$ cat src/rtl/rv_cache_arb_if.sv
// rtl/rv_cache_arb_if.sv - requester and cache-port signal bundle for rv_cache_arb
interface rv_cache_arb_if;
    logic [31:0] i_ireq_addr;
    logic        i_ireq_read;
    logic [31:0] o_ireq_data;
    logic        o_ireq_ack;

    logic [31:0] i_dreq_addr;
    logic        i_dreq_read;
    logic        i_dreq_write;
    logic [3:0]  i_dreq_write_sel;
    logic [31:0] i_dreq_write_data;
    logic [31:0] o_dreq_data;
    logic        o_dreq_ack;

    logic [31:0] o_cache_addr;
    logic [31:0] o_cache_write_data;
    logic        o_cache_read;
    logic        o_cache_write;
    logic [3:0]  o_cache_write_sel;
    logic [31:0] i_cache_data;
    logic        i_cache_ack;

    logic [1:0]  o_grant;
    logic        o_timeout;
    logic        o_hit_ok;

    modport master (
        input  i_ireq_addr, i_ireq_read,
        output o_ireq_data, o_ireq_ack,
        input  i_dreq_addr, i_dreq_read, i_dreq_write, i_dreq_write_sel, i_dreq_write_data,
        output o_dreq_data, o_dreq_ack,
        output o_cache_addr, o_cache_write_data, o_cache_read, o_cache_write, o_cache_write_sel,
        input  i_cache_data, i_cache_ack,
        output o_grant, o_timeout, o_hit_ok
    );

    modport slave (
        output i_ireq_addr, i_ireq_read,
        input  o_ireq_data, o_ireq_ack,
        output i_dreq_addr, i_dreq_read, i_dreq_write, i_dreq_write_sel, i_dreq_write_data,
        input  o_dreq_data, o_dreq_ack,
        input  o_cache_addr, o_cache_write_data, o_cache_read, o_cache_write, o_cache_write_sel,
        output i_cache_data, i_cache_ack,
        input  o_grant, o_timeout, o_hit_ok
    );
endinterface

$ cat src/rtl/rv_cache_arb.sv
// rtl/rv_cache_arb.sv - instr/data arbiter and sequencer for the shared cache port
module rv_cache_arb #(
    parameter logic [3:0] ADDR_HI     = 4'b0,
    parameter int         TIMEOUT_BIT = 4
) (
    input  logic           i_clk,
    input  logic           i_reset,
    rv_cache_arb_if.master bus
);
    typedef enum logic [1:0] {IDLE, SERVE_I, SERVE_D, DONE} state_t;

    // Watchdog counts serve cycles from 0, so the final permitted cycle sees this value.
    localparam logic [TIMEOUT_BIT-1:0] WD_LAST = TIMEOUT_BIT'((1 << TIMEOUT_BIT) - 2);

    state_t                 state_q, state_d;
    logic                   last_data_q;
    logic [TIMEOUT_BIT-1:0] wd_q;
    logic                   timeout_q;
    logic [31:0]            addr_q, wdata_q, idata_q, ddata_q;
    logic [3:0]             sel_q;
    logic                   read_q, write_q;
    logic                   d_pend, i_pend, finish, abort;

    assign d_pend = bus.i_dreq_read | bus.i_dreq_write;
    assign i_pend = bus.i_ireq_read;

    always_comb begin
        state_d = state_q;
        finish  = 1'b0;
        abort   = 1'b0;
        case (state_q)
            IDLE: begin
                if (d_pend && (!i_pend || !last_data_q)) state_d = SERVE_D;
                else if (i_pend)                         state_d = SERVE_I;
            end
            SERVE_I, SERVE_D: begin
                if (bus.i_cache_ack) begin
                    finish  = 1'b1;
                    state_d = DONE;
                end else if (wd_q == WD_LAST) begin
                    abort   = 1'b1;
                    state_d = DONE;
                end
            end
            DONE:    state_d = IDLE;
            default: state_d = IDLE;
        endcase
    end

    always_ff @(posedge i_clk) begin
        if (i_reset) begin
            state_q     <= IDLE;
            last_data_q <= 1'b1;
            wd_q        <= '0;
            timeout_q   <= 1'b0;
            addr_q      <= '0;
            wdata_q     <= '0;
            sel_q       <= '0;
            read_q      <= 1'b0;
            write_q     <= 1'b0;
            idata_q     <= '0;
            ddata_q     <= '0;
        end else begin
            state_q   <= state_d;
            timeout_q <= abort;
            if (state_q == IDLE && state_d == SERVE_I) begin
                addr_q      <= bus.i_ireq_addr;
                wdata_q     <= '0;
                sel_q       <= 4'hF;
                read_q      <= 1'b1;
                write_q     <= 1'b0;
                last_data_q <= 1'b0;
                wd_q        <= '0;
            end
            if (state_q == IDLE && state_d == SERVE_D) begin
                addr_q      <= bus.i_dreq_addr;
                wdata_q     <= bus.i_dreq_write ? bus.i_dreq_write_data : 32'h0;
                sel_q       <= bus.i_dreq_write ? bus.i_dreq_write_sel : 4'hF;
                read_q      <= !bus.i_dreq_write;
                write_q     <= bus.i_dreq_write;
                last_data_q <= 1'b1;
                wd_q        <= '0;
            end
            if (state_q == SERVE_I || state_q == SERVE_D) begin
                wd_q <= wd_q + 1'b1;
            end
            // Writes and aborted transfers return zero to the requester.
            if (finish || abort) begin
                read_q  <= 1'b0;
                write_q <= 1'b0;
                if (state_q == SERVE_D) ddata_q <= (finish && !write_q) ? bus.i_cache_data : 32'h0;
                else                    idata_q <= finish ? bus.i_cache_data : 32'h0;
            end
        end
    end

    assign bus.o_cache_addr       = addr_q;
    assign bus.o_cache_write_data = wdata_q;
    assign bus.o_cache_write_sel  = sel_q;
    assign bus.o_cache_read       = read_q;
    assign bus.o_cache_write      = write_q;
    assign bus.o_ireq_data        = idata_q;
    assign bus.o_dreq_data        = ddata_q;
    assign bus.o_ireq_ack         = (state_q == DONE) && !last_data_q;
    assign bus.o_dreq_ack         = (state_q == DONE) && last_data_q;
    assign bus.o_grant            = {state_q == SERVE_D, state_q == SERVE_I};
    assign bus.o_timeout          = timeout_q;
    assign bus.o_hit_ok           = (addr_q[31:28] == ADDR_HI) && (read_q || write_q);
endmodule

$ cat src/flat_wrapper.sv
// flat-port wrapper written by rule: the top's interface ports become plain ports
module rv_cache_arb_flat 
#(
    parameter logic [3:0] ADDR_HI     = 4'b0,
    parameter int         TIMEOUT_BIT = 4
)
  (i_clk, i_reset, bus_i_ireq_addr, bus_i_ireq_read, bus_o_ireq_data, bus_o_ireq_ack, bus_i_dreq_addr, bus_i_dreq_read, bus_i_dreq_write, bus_i_dreq_write_sel, bus_i_dreq_write_data, bus_o_dreq_data, bus_o_dreq_ack, bus_o_cache_addr, bus_o_cache_write_data, bus_o_cache_read, bus_o_cache_write, bus_o_cache_write_sel, bus_i_cache_data, bus_i_cache_ack, bus_o_grant, bus_o_timeout, bus_o_hit_ok);
  rv_cache_arb_if bus_i ();
  input  logic i_clk;
  input  logic i_reset;
  input wire logic [$bits(bus_i.i_ireq_addr)-1:0] bus_i_ireq_addr;
  input wire logic [$bits(bus_i.i_ireq_read)-1:0] bus_i_ireq_read;
  output wire logic [$bits(bus_i.o_ireq_data)-1:0] bus_o_ireq_data;
  output wire logic [$bits(bus_i.o_ireq_ack)-1:0] bus_o_ireq_ack;
  input wire logic [$bits(bus_i.i_dreq_addr)-1:0] bus_i_dreq_addr;
  input wire logic [$bits(bus_i.i_dreq_read)-1:0] bus_i_dreq_read;
  input wire logic [$bits(bus_i.i_dreq_write)-1:0] bus_i_dreq_write;
  input wire logic [$bits(bus_i.i_dreq_write_sel)-1:0] bus_i_dreq_write_sel;
  input wire logic [$bits(bus_i.i_dreq_write_data)-1:0] bus_i_dreq_write_data;
  output wire logic [$bits(bus_i.o_dreq_data)-1:0] bus_o_dreq_data;
  output wire logic [$bits(bus_i.o_dreq_ack)-1:0] bus_o_dreq_ack;
  output wire logic [$bits(bus_i.o_cache_addr)-1:0] bus_o_cache_addr;
  output wire logic [$bits(bus_i.o_cache_write_data)-1:0] bus_o_cache_write_data;
  output wire logic [$bits(bus_i.o_cache_read)-1:0] bus_o_cache_read;
  output wire logic [$bits(bus_i.o_cache_write)-1:0] bus_o_cache_write;
  output wire logic [$bits(bus_i.o_cache_write_sel)-1:0] bus_o_cache_write_sel;
  input wire logic [$bits(bus_i.i_cache_data)-1:0] bus_i_cache_data;
  input wire logic [$bits(bus_i.i_cache_ack)-1:0] bus_i_cache_ack;
  output wire logic [$bits(bus_i.o_grant)-1:0] bus_o_grant;
  output wire logic [$bits(bus_i.o_timeout)-1:0] bus_o_timeout;
  output wire logic [$bits(bus_i.o_hit_ok)-1:0] bus_o_hit_ok;
  assign bus_i.i_ireq_addr = bus_i_ireq_addr;
  assign bus_i.i_ireq_read = bus_i_ireq_read;
  assign bus_o_ireq_data = bus_i.o_ireq_data;
  assign bus_o_ireq_ack = bus_i.o_ireq_ack;
  assign bus_i.i_dreq_addr = bus_i_dreq_addr;
  assign bus_i.i_dreq_read = bus_i_dreq_read;
  assign bus_i.i_dreq_write = bus_i_dreq_write;
  assign bus_i.i_dreq_write_sel = bus_i_dreq_write_sel;
  assign bus_i.i_dreq_write_data = bus_i_dreq_write_data;
  assign bus_o_dreq_data = bus_i.o_dreq_data;
  assign bus_o_dreq_ack = bus_i.o_dreq_ack;
  assign bus_o_cache_addr = bus_i.o_cache_addr;
  assign bus_o_cache_write_data = bus_i.o_cache_write_data;
  assign bus_o_cache_read = bus_i.o_cache_read;
  assign bus_o_cache_write = bus_i.o_cache_write;
  assign bus_o_cache_write_sel = bus_i.o_cache_write_sel;
  assign bus_i.i_cache_data = bus_i_cache_data;
  assign bus_i.i_cache_ack = bus_i_cache_ack;
  assign bus_o_grant = bus_i.o_grant;
  assign bus_o_timeout = bus_i.o_timeout;
  assign bus_o_hit_ok = bus_i.o_hit_ok;
  rv_cache_arb #(.ADDR_HI(ADDR_HI), .TIMEOUT_BIT(TIMEOUT_BIT)) u_core (.i_clk(i_clk), .i_reset(i_reset), .bus(bus_i));
endmodule
$ cat config.mk
export PLATFORM = sky130hd
export DESIGN_NAME = rv_cache_arb_flat
export DESIGN_NICKNAME = d
export VERILOG_FILES = /design/src/rtl/rv_cache_arb_if.sv /design/src/rtl/rv_cache_arb.sv /design/src/flat_wrapper.sv
export SDC_FILE = /design/constraint.sdc
export NUM_CORES = 1
export LEC_CHECK = 0
export ABC_AREA = 1
export CORE_MARGIN = 2
export CORE_UTILIZATION = 30
export DETAILED_ROUTE_END_ITERATION = 6
export GPL_ROUTABILITY_DRIVEN = 0
export GPL_TIMING_DRIVEN = 0
export PLACE_DENSITY_LB_ADDON = 0.25
export SLEW_MARGIN = 20
export SYNTH_ARGS = -nofsm -noshare
export SYNTH_HDL_FRONTEND = slang
export SYNTH_SLANG_ARGS = --single-unit
$ cat constraint.sdc
create_clock -name i_clk -period 2.9 [get_ports i_clk]
set_input_delay 0.58 -clock i_clk [delete_from_list [all_inputs] [get_ports i_clk]]
set_output_delay 0.58 -clock i_clk [all_outputs]
set_load 0.01 [all_outputs]
==> results.md <==
* Outcome: completed
* Overflow after GRT at 0
* WHS Endpoint: u_core.bus.o_cache_write_data[30]
* DRC viols at 0
* Post-synth EDFFs at 0
* Root Driver: clkbuf_16
* Netlist cell types at 25
* Synth warnings at 0
* Synth top area share at 49.96%
* Core ar. at ~19,000 µm²
* LEAKAGE at 3.550 nW
* Net count, final at 1,214
* Maximum VDD drop at between 300 and 400 µV
* Clk sink count at 142
* Hold path depth at 2
* Wire per inst at 15.06 µm
* Main synth FF type: dfxtp_1
* CTS tree: yes
* Fmax at roughly 0.43 GHz
* Initial DRC count at 349
* Worst endpoint required time at between 2 and 2.5 ns
* CTS buffer count at 17
* Worst reg2reg endpoint: u_core.bus.o_dreq_data[4]
* CP max stage delay at between 0.5 and 0.6 ns
* Starting Density at 30.52%
* Total track usage at 19.70%
* Max-slew violations at 0
* Final setup violating endpoints at 0
* Vias in the first global route at 6,034
* Slowest cell on the critical path: clkdlybuf4s50_1
* Post-DRT Antenna Nets at 0
* Horiz. Die Dim at 141.7 µm
* Worst setup EP type: output port
* Hold Path Origin: u_core.bus.o_cache_write_data[30]
* Fin Clk Skew at ~0.014 ns
* Cts hold-fix bufs at 0
* Total chip power at about 6.4 mW
* DR vias at 6,173
* Unrepaired setup endpoints after global routing: no
* Routed WL at 19,840 µm
* Htree depth at 4
* Die Span Y at ~140 µm
* PortBufs at 276
* Tightest Pin Transition at between 0.6 and 0.7 ns
* Relative slew slack at 55.88%
* Post-Syn Nets at around 900
* Max-Cap Viols at 0
* FF/Latch Area at 2843 µm²
* Crit Path Class: flop to output port
* Multi-input logic area at around 2500 µm²
* RR Startpoint: u_core.state_q[0]
* Post CTS Setup Buffer Count at 0
* Die ar. at 20,090 µm²
* First-pass GRT wire length at around 31,000 µm
* Fin Setup TNS at 0 ns
* Initial antenna violation count at 0
* Fin crit share at around four fifths
* Flops & latches, synth at between 100 and 150
* Share of post-route cells with drive strength above 1 at 6.094%
* Cell taking the most area after synthesis: dfxtp_1
* DRT Pass-1 Iters at 4
* Critical-path cell list: nor4_1 > o21a_1 > clkdlybuf4s50_1
* Cells after Synth at a little under 800
* Post-DP HPWL at 14,940 µm
* FF-to-FF path depth at 7
* Sequential share of the synthesized area at 49.96%
* Area growth, synth to finish at 64.64%
* Worst min path class: flop to flop
* Worst-path maximum fanout at 3
* Reg clk slew, reported paths at 0.07 ns
* CTS Buffer Depth at 2
* Via density at 4.687
* Worst path bufs/invs at 1
* CP Launch Type: flop
* Post-Syn Area at 5690 µm²
* FP Rows at 50
* # diodes at 0
* Post-cts resize count at 0
* Family with the most delay on the worst path: buffers and inverters
* Fillers at 1,816
* Worst EP arrival at approximately 1.7 ns
* Ratio of total power to cell area at 683.9 nW/µm²
* Clk Latency, worst-skew pair at approximately 0.43 ns
* Largest net degree at the start of global routing at 17
* Dominant cells by area after synthesis: dfxtp_1 50%, nand2_1 16%, a21oi_1 9.1%
* Asr flop ratio synth at 0%
* Syn Area/Cell at 7.343 µm²
* Count leader, synth: nand2_1
* Min Tclk post-route at 2.322 ns
* Synth cell count leaders: 242 x nand2_1, 142 x dfxtp_1, 103 x a21oi_1
* I/O pins at ~280
* Hold Vio Cnt, Final at 0
* Post-layout util at 50.26%
* R2R setup slack at 0.63 ns
stage by stage:
| step | instance area, µm² | setup slack, ns | hold slack, ns | cells |
|---|---|---|---|---|
| 4_1_cts | 9369 | 0.5302 | 0.4617 | 1317 |
| 3_5_place_dp | 8746 | 0.4418 | 0.4531 | 1285 |
| 3_3_place_gp | 8746 | 0.4787 | 0.4475 | 1285 |
| 6_report | 9369 | 0.5783 | 0.4589 | 1317 |
| 5_1_grt | 9369 | 0.3696 | 0.4763 | 1317 |
| 2_1_floorplan | 5690 | 1.089 | 0.4745 | 775 |
per-layer routing:
metal	track usage, %	vias to the layer above	part of all wire (%)
met5	0	-	0
met4	7.632	0	2.7
met3	5.366	31	5.8
met2	33.34	168	47
met1	23.87	2833	44
li1	-	3141	-
cell type report:
type / count / area share (%)
well taps: 234 / 3.125
multi-input cells: 558 / 26.68
clock buffers: 17 / 4.541
inverters: 16 / 0.6410
flip-flops and latches: 142 / 30.34
plain buffers: 59 / 3.072
clock inverters: 15 / 2.110
repair buffers: 276 / 29.49
where the power goes:
group	total [mW]	internal [mW]	switching, mW
clock	2.34	1.39	0.948
sequential	2.29	2.17	0.117
combinational	1.79	0.830	0.956
cells by family (layout without fill, tap and decap cells):
logic type / Yosys count / after routing / share of synthesized area [%]
fa+ha+maj: 6 / 6 / 1.319
compound gates: 146 / 146 / 12.99
flops: 142 / 142 / 49.96
buf+inv: 75 / 383 / 6.113
simple gates: 406 / 406 / 29.62
tightest hold or removal path, delay by kind of cell (launching register included):
| family | cells | cell delay [ns] |
|---|---|---|
| AND/OR/NAND/NOR | 1 | 0.06 |
| AO/OA/AOI/OAI | 1 | 0.05 |
| flip-flops | 1 | 0.31 |
cell usage in the layout (no fill, tap or decap), types with 4 or more instances in the layout:
cell type | Yosys | routed
a21oi_1 | 103 | 103
buf_1 | 4 | 4
buf_2 | 12 | 12
buf_4 | 7 | 7
clkbuf_1 | 31 | 31
clkbuf_16 | 0 | 17
clkdlybuf4s50_1 | 0 | 276
dfxtp_1 | 142 | 142
ha_1 | 6 | 6
inv_1 | 14 | 14
inv_6 | 0 | 6
nand2_1 | 242 | 242
nand3_1 | 35 | 35
nand4_1 | 35 | 35
nor2_1 | 83 | 83
o21ai_0 | 40 | 40
registers in the layout, indices dropped and copies added, names as in the netlist:
signal	flops
u_core.bus.o_cache_addr	32
u_core.bus.o_cache_read	1
u_core.bus.o_cache_write	1
u_core.bus.o_cache_write_data	32
u_core.bus.o_cache_write_sel	4
u_core.bus.o_dreq_data	32
u_core.bus.o_ireq_data	32
u_core.bus.o_timeout	1
u_core.last_data_q	1
u_core.state_q	2
u_core.wd_q	4
worst max path at each step:
stage                                       to                         from  cells after the start  slack [ns]
finish                            bus_o_hit_ok  u_core.bus.o_cache_addr[31]                      3        0.58
floorplan           u_core.bus.o_ireq_data[10]            u_core.state_q[0]                     10        1.09
detailed placement   u_core.bus.o_ireq_data[7]              bus_i_cache_ack                      6        0.44
global route        u_core.bus.o_ireq_data[16]            u_core.state_q[0]                     10        0.37
CTS                               bus_o_hit_ok  u_core.bus.o_cache_addr[31]                      3        0.53
global placement    u_core.bus.o_ireq_data[18]              bus_i_cache_ack                      6        0.48
Note: power is estimated with default switching activity, not from simulation.
